$ cat config.mk
export PLATFORM = sky130hd
export DESIGN_NAME = mem_bus_interface
export DESIGN_NICKNAME = d
export VERILOG_FILES = /design/src/rtl/mem_bus_pkg.sv /design/src/rtl/reg16_ld.sv /design/src/rtl/mem_bus_interface.sv
export SDC_FILE = /design/constraint.sdc
export NUM_CORES = 1
export LEC_CHECK = 0
export BUFFER_PORTS_ARGS = -buffer_cell sky130_fd_sc_hd__buf_2
export CAP_MARGIN = 10
export CORE_MARGIN = 2
export CORE_UTILIZATION = 41
export DETAILED_ROUTE_END_ITERATION = 6
export PLACE_DENSITY = 0.84
export SYNTH_ARGS = -nofsm -noshare
export SYNTH_HDL_FRONTEND = slang
export SYNTH_SLANG_ARGS = --single-unit
$ cat constraint.sdc
create_clock -name Clk -period 2.1 [get_ports Clk]
set_clock_uncertainty 0.2 [all_clocks]
set_input_delay 0.21 -clock Clk [delete_from_list [all_inputs] [get_ports Clk]]
set_output_delay 0.21 -clock Clk [all_outputs]
set_load 0.05 [all_outputs]
$ cat src/rtl/mem_bus_pkg.sv
// mem_bus_pkg: shared state encoding and widths for the memory bus interface.
package mem_bus_pkg;
   localparam int WORD_W = 16;
   localparam int WAIT_W = 4;
   typedef enum logic [2:0] {IDLE, SETUP, ACCESS, HOLD, DONE} mem_state_t;
endpackage

$ cat src/rtl/reg16_ld.sv
// reg16_ld: 16-bit register with synchronous active-low reset and load enable.
module reg16_ld
   import mem_bus_pkg::*;
(
   input  logic              Clk,
   input  logic              Reset,
   input  logic              ld,
   input  logic [WORD_W-1:0] d,
   output logic [WORD_W-1:0] q
);
   always_ff @(posedge Clk)
      q <= !Reset ? '0 : ld ? d : q;
endmodule

$ cat src/rtl/mem_bus_interface.sv
// mem_bus_interface: MAR/MDR bus source running wait-stated async SRAM read/write cycles.
// Optional MEM_STATS_EN adds rd_count/wr_count completion counters.
module mem_bus_interface
   import mem_bus_pkg::*;
#(
   parameter int WAIT_CYCLES = 2,
   parameter int SRAM_ADDR_W = 20
) (
   input  logic                   Clk,
   input  logic                   Reset,
   input  logic [WORD_W-1:0]      bus_in,
   input  logic                   LD_MAR,
   input  logic                   LD_MDR,
   input  logic                   GateMDR,
   input  logic                   mem_req,
   input  logic                   mem_we,
   output logic                   mem_ready,
   output logic                   mem_busy,
   output logic [WORD_W-1:0]      bus_out,
   output logic                   bus_drive,
`ifdef MEM_STATS_EN
   output logic [15:0]            rd_count,
   output logic [15:0]            wr_count,
`endif
   output logic [SRAM_ADDR_W-1:0] sram_addr,
   input  logic [WORD_W-1:0]      sram_data_in,
   output logic [WORD_W-1:0]      sram_data_out,
   output logic                   sram_data_oe,
   output logic                   sram_ce_n,
   output logic                   sram_oe_n,
   output logic                   sram_we_n
);
   mem_state_t state, state_nxt;
   logic [WAIT_W-1:0] cnt;
   logic we_lat, we_nxt, idle, cap;
   logic [WORD_W-1:0] mar, mdr;
   assign idle   = state == IDLE;
   assign cap    = state == ACCESS && cnt == '0 && !we_lat;
   assign we_nxt = idle && mem_req ? mem_we : we_lat;
   always_comb begin
      state_nxt = state;
      case (state)
         IDLE:    state_nxt = mem_req ? SETUP : IDLE;
         SETUP:   state_nxt = ACCESS;
         ACCESS:  state_nxt = cnt != '0 ? ACCESS : we_lat ? HOLD : DONE;
         HOLD:    state_nxt = DONE;
         default: state_nxt = IDLE;
      endcase
   end
   // Strobes are decoded from the next state so they are registered yet aligned with it
   always_ff @(posedge Clk)
      if (!Reset) begin
         state        <= IDLE;
         cnt          <= '0;
         we_lat       <= 1'b0;
         mem_ready    <= 1'b0;
         sram_ce_n    <= 1'b1;
         sram_oe_n    <= 1'b1;
         sram_we_n    <= 1'b1;
         sram_data_oe <= 1'b0;
      end else begin
         state        <= state_nxt;
         we_lat       <= we_nxt;
         cnt          <= state == SETUP ? WAIT_W'(WAIT_CYCLES - 1) : (state == ACCESS && cnt != '0) ? cnt - 1'b1 : cnt;
         mem_ready    <= state_nxt == DONE;
         sram_ce_n    <= !(state_nxt inside {SETUP, ACCESS, HOLD});
         sram_oe_n    <= !(!we_nxt && state_nxt inside {SETUP, ACCESS});
         sram_we_n    <= !(we_nxt && state_nxt == ACCESS);
         sram_data_oe <= we_nxt && state_nxt inside {SETUP, ACCESS, HOLD};
      end
   reg16_ld u_mar (.Clk(Clk), .Reset(Reset), .ld(LD_MAR && idle), .d(bus_in), .q(mar));
   reg16_ld u_mdr (.Clk(Clk), .Reset(Reset), .ld(cap || (LD_MDR && idle)), .d(cap ? sram_data_in : bus_in), .q(mdr));
   assign mem_busy      = !idle;
   assign bus_out       = GateMDR ? mdr : '0;
   assign bus_drive     = GateMDR;
   assign sram_addr     = SRAM_ADDR_W'(mar);
   assign sram_data_out = mdr;
`ifdef MEM_STATS_EN
   always_ff @(posedge Clk)
      if (!Reset) begin
         rd_count <= '0;
         wr_count <= '0;
      end else if (state == DONE) begin
         rd_count <= rd_count + 16'(!we_lat);
         wr_count <= wr_count + 16'(we_lat);
      end
`endif
endmodule

==> reports/metrics.csv, run 1 <==
metric,value,unit
status,completed,
die_y,74.42,um
clockBufferDepth,2,
arrival,1.89,ns
multi_input_area,1007,um^2
yosysUniqueCellTypes,33,
layout.cells.most_common,buf_2,
p_sw,839.9,uW
detail-route-antenna-nets,0,
fill_cells,452,
tightest_slew,0.6571,ns
ios,98,
cts.sinks,45,
crit_chain,or3b_1 -> buf_4 -> nor3_1 -> a311oi_1,
powerDensity,849.2,nW/um^2
worst_r2r_path_depth,4,
die_w,74.42,um
grt_pass1_wl,9004,um
port_buffers,93,
rows,25,
core,4755,um^2
sequentialPowerShare,39.4,%
ys.flop_type,dfxtp_1,
p_total,2.443,mW
final_util,60.50,%
hold_slack,0.08310,ns
drtPass1Iterations,4,
path_depth,4,
report.final.slew_viol_count,0,
hold_viol_final,0,
cp-start-kind,flip-flop,
dp.cells,400,
drive_gt1_share,33.43,%
grt_pass1_vias,1968,
netlist_area,2033,um^2
switching_share,34.38,%
finalInstanceArea,2877,um^2
yosys_warnings,0,
dieArea,5538,um^2
hold_class,input pin to flip-flop,
max_freq,519.4,MHz
grt_max_degree,20,
grtUsageTotal,21.19,%
async_flop_share,0,%
pre_cts_ws,0.05268,ns
setup_viol,0,
crit_buf_inv,1,
clkTransAtPathRegs,0.09,ns
routedWlPerCell,13.81,um
rsz0062_at_grt,false,
syn_inst,250,
finalSetupTns,0,ns
vdd_drop_max,0.3811,mV
period_share,91.68,%
p_int,1.603,mW
critPathTopFamily,simple AND/OR/NAND/NOR gates,
cts_tree,yes,
wl,5883,um
p_comb_share,29.5,%
routabilityCongestion,0.8396,
avgSynthCellArea,8.133,um^2
numCtsBuffers,5,
crit_fanout,18,
start_util,42.76,%
final_cell_mix,"buf_2 (93), nand2_1 (66), dfxtp_1 (45)",
nets,399,
worstHoldPathCells,3,
finalCriticalPeriod,1.925,ns
yosysSeqAreaShare,44.31,%
place_area,2559,um^2
diodes,0,
finalNonFillerCells,426,
drc,0,
viasPerCell,5.082,
path_class,flip-flop to flip-flop,
crit_path_end_kind,flip-flop,
p_leak,1.316,nW
antenna_found_initial,0,
overflow,0,
syn_to_final_growth,41.48,%
htreeDepth,2,
worst_slack,0.1747,ns
cpMaxStageDelayCell,or3b_1,
register_area,900.9,um^2
crit_required,2.06,ns
synth_edf_count,0,
ys_seq_elements,45,
slowest_delay,0.53,ns
dp_hpwl,4111,um
max_cap_violations,0,
drt_iter0_drc,123,
clk_latency,0.30,ns
slew_headroom,56.10,%
clockRootBuffer,clkbuf_8,
power.share.clock,31.1,%
vias,2165,
[Yosys cell counts (all sizes together), types with 2 or more instances]
library cell / n / area [um^2]
nand2: 66 / 247.7
dfxtp: 45 / 900.9
a21oi: 20 / 100.1
nor3: 17 / 85.08
a311oi: 16 / 146.4
and2: 16 / 100.1
clkbuf: 15 / 56.30
buf: 10 / 68.82
o21ai: 5 / 25.02
nor3b: 4 / 30.03
nor4b: 4 / 56.30
or3: 4 / 25.02
inv: 3 / 11.26
nand2b: 3 / 18.77
nor2: 3 / 11.26
or4b: 3 / 30.03
a31oi: 2 / 12.51
ha: 2 / 25.02
nand3: 2 / 10.01
or3b: 2 / 17.52
or4: 2 / 15.01
[worst register-to-register path, delay by kind of cell, from the launching register on]
kind / cells / cell delay [ns]
flops: 1 / 0.38
simple gates: 2 / 0.84
buf+inv: 1 / 0.27
compound gates: 1 / 0.11
[layer usage]
layer / global-route usage, % / routed length, um / vias to the layer above
met3: 6.233 / 466 / 14
li1: - / - / 1069
met1: 26.08 / 2538 / 975
met4: 11.11 / 144 / 0
met5: 0 / 0 / -
met2: 33.53 / 2734 / 107
[state kept, by name (all words and copies together) (netlist names)]
| name | cells |
|---|---|
| sram_we_n | 1 |
| sram_data_oe | 1 |
| we_lat | 1 |
| state | 3 |
| sram_oe_n | 1 |
| sram_ce_n | 1 |
| u_mdr.q | 16 |
| cnt | 4 |
| mem_ready | 1 |
| u_mar.q | 16 |
[cells by family (layout without fill, tap and decap cells)]
logic type / count (synthesis) / in the layout / share of synthesized area, %
AOI/OAI and AO/OA: 44 / 44 / 14.40
buffers and inverters: 29 / 135 / 6.892
adders and majority gates: 2 / 2 / 1.231
muxes: 1 / 1 / 0.4923
and+or+nand+nor: 128 / 128 / 32.49
DFF: 45 / 45 / 44.31
other: 1 / 4 / 0.1844
[power groups by stage]
stage	clock network, mW	registers, mW	logic (mW)
after detailed placement	0	0.981	0.689
after floorplan	0	1.18	0.312
after CTS	0.780	0.961	0.716
final	0.760	0.962	0.721
after global routing	0.819	0.971	0.769
after global placement	0	0.979	0.680
[worst paths after layout]
kind	start	endpoint	slack [ns]
worst min-delay path	sram_data_in[11]	u_mdr.q[11]	0.08
worst max register to register	state[0]	u_mdr.q[0]	0.17
worst min register to register	u_mar.q[1]	u_mar.q[1]	0.25
worst max-delay path	state[0]	u_mdr.q[0]	0.17
[what timing repair did]
action                                  in CTS  in global routing
buffers inserted                             0                  0
endpoints found under the setup margin       0                 15
hold buffers                                18                  0
resized for setup                            0                  1
endpoints found under the hold margin       28                  0
[cell type report]
class                   count  area share, %
inverters                   4         0.5220
clock inverters             3          2.262
multi-input cells         179          35.02
repair buffers            123          25.58
well taps                  67          2.914
clock buffers               5          2.392
flip-flops and latches     45          31.32
(Power assumes the default switching activity.)
==> run 2, diff against run 1 <==
--- a/config.mk
+++ b/config.mk
@@ -7,7 +7,7 @@
 export LEC_CHECK = 0
 export BUFFER_PORTS_ARGS = -buffer_cell sky130_fd_sc_hd__buf_2
 export CAP_MARGIN = 10
-export CORE_MARGIN = 2
+export CORE_MARGIN = 4
 export CORE_UTILIZATION = 41
 export DETAILED_ROUTE_END_ITERATION = 6
 export PLACE_DENSITY = 0.84
==> run 2 against run 1 <==
Critical path type unchanged. Critical path depth is 1 lower. Largest power group unchanged. Register-to-register slack better by 0.05 ns. Wire length is 1.4% higher. Final cell count is 0.47% lower. First-iteration DRC count is 12% lower. Combinational power is 0.7% lower. Fmax is 2.6% higher. Design area is 2.2% lower. Worst setup slack better by 0.049 ns.
==> reports/metrics.csv, run 2 (synthesized netlist as in run 1, its figures left out) <==
metric,value,unit,change
biggestRegsByFlops,"u_mar.q (16), u_mdr.q (16), cnt (4)",,
period_share,89.35,%,-2.3 points
cts_tree,yes,,
numCtsBuffers,5,,unchanged
finalCriticalPeriod,1.876,ns,-0.04905 ns
drt_iter0_drc,108,,-12%
start_util,42.76,%,unchanged
reg2reg_from,state[1],,
setup.worst_path.start,state[1],,
crit_required,2.13,ns,+0.07 ns
hold_viol_final,0,,unchanged
setup_viol,0,,unchanged
grt_max_degree,19,,-5.0%
sequentialPowerShare,43.9,%,+4.5 points
path_class,flip-flop to flip-flop,,
drc,0,,unchanged
min_from,sram_data_in[8],,
tightest_slew,0.7327,ns,+0.07554 ns
vdd_drop_max,0.3518,mV,-7.7%
max_cap_violations,0,,unchanged
p_total,2.191,mW,-10%
fill_cells,463,,+2.4%
multi_input_area,1010,um^2,+0.25%
drtPass1Iterations,4,,unchanged
cp-start-kind,flip-flop,,
dieArea,6150,um^2,+11%
overflow,0,,unchanged
p_int,1.359,mW,-15%
crit_path_end_kind,flip-flop,,
drive_gt1_share,33.05,%,-0.37 points
clockRootBuffer,clkbuf_8,,
port_buffers,93,,unchanged
slowest_delay,0.52,ns,about the same
clockBufferDepth,2,,unchanged
cts.sinks,45,,unchanged
layout.cells.most_common,buf_2,,
switching_share,37.98,%,+3.6 points
powerDensity,779.1,nW/um^2,-8.3%
clk_latency,0.30,ns,about the same
p_sw,832.4,uW,-0.90%
diodes,0,,unchanged
final_cell_mix,"buf_2 (93), nand2_1 (66), dfxtp_1 (45)",,
hold_class,input pin to flip-flop,,
hold_slack,0.09159,ns,+0.008495 ns
report.final.slew_viol_count,0,,unchanged
routabilityCongestion,0.7878,,-6.2%
final_util,59.16,%,-1.3 points
ios,98,,unchanged
dp_hpwl,4262,um,+3.7%
finalSetupTns,0,ns,unchanged
slew_headroom,51.05,%,-5.0 points
register_area,900.9,um^2,unchanged
grt_pass1_wl,9915,um,+10%
crit_fanout,12,,-6
rsz0062_at_grt,false,,
grtUsageTotal,19.82,%,-1.4 points
clkTransAtPathRegs,0.09,ns,about the same
max_freq,533.0,MHz,+2.6%
cpMaxStageDelayCell,or4_1,,
viasPerCell,5.123,,+0.80%
power.share.clock,23.4,%,-7.7 points
antenna_found_initial,0,,unchanged
die_y,78.42,um,+5.4%
p_leak,1.284,nW,-2.4%
rows,25,,unchanged
crit_chain,or3b_4 -> or4_1 -> a21oi_1,,
core,4755,um^2,unchanged
arrival,1.91,ns,+0.02 ns
status,completed,,
die_w,78.42,um,+5.4%
grt_pass1_vias,2121,,+7.8%
routedWlPerCell,14.07,um,+1.9%
post_cts_buffers,0,,unchanged
detail-route-antenna-nets,0,,unchanged
nets,397,,-0.50%
syn_to_final_growth,38.34,%,
htreeDepth,2,,unchanged
wl,5964,um,+1.4%
p_comb_share,32.7,%,+3.2 points
vias,2172,,+0.32%
run 2: cell type report:
class / instances / area share (%)
timing repair buffer: 121 / 25.62
inverter: 4 / 0.5338
sequential: 45 / 32.03
clock inverter: 2 / 0.3559
tap: 67 / 2.980
clock buffer: 6 / 2.580
multi-input combinational: 179 / 35.90
run 2: worst max-delay path, delay by kind of cell (launching register included):
| family | cells | cell delay [ns] |
|---|---|---|
| compound gates | 1 | 0.15 |
| flops | 1 | 0.48 |
| simple gates | 2 | 1.00 |
run 2: timing repair:
action,CTS,global route
gates resized for setup,0,2
hold buffers,18,0
endpoints found under the hold margin,24,0
setup endpoints to repair,0,16
run 2: worst paths after layout:
| path | to | slack, ns | cells past startpoint |
|---|---|---|---|
| worst max-delay path | cnt[3] | 0.22 | 3 |
| worst min-delay path | u_mdr.q[8] | 0.09 | 3 |
| worst max register to register | cnt[3] | 0.22 | 3 |
| worst min register to register | u_mar.q[9] | 0.26 | 2 |
run 2: power by group through the flow:
stage	logic (mW)	registers, mW	clock network (mW)
floorplan	0.312	1.18	0
global placement	0.680	0.978	0
detailed placement	0.688	0.980	0
CTS	0.715	0.961	0.531
global route	0.763	0.974	0.570
finish	0.716	0.962	0.514
run 2: layer usage:
layer / up-vias / track usage, % / part of all wire [%]
met2: 94 / 33.30 / 47
met4: 0 / 6.818 / 2.6
met3: 16 / 5.619 / 8.1
li1: 1063 / - / -
met1: 999 / 24.29 / 42
met5: - / 0 / 0
run 2: metrics by stage:
step / area [um^2] / instances / setup slack, ns
6_report: 2813 / 424 / 0.2237
4_1_cts: 2806 / 424 / 0.03674
3_3_place_gp: 2544 / 398 / 0.1142
5_1_grt: 2813 / 424 / 0.05240
2_1_floorplan: 2044 / 253 / 0.1060
3_5_place_dp: 2544 / 398 / 0.05633
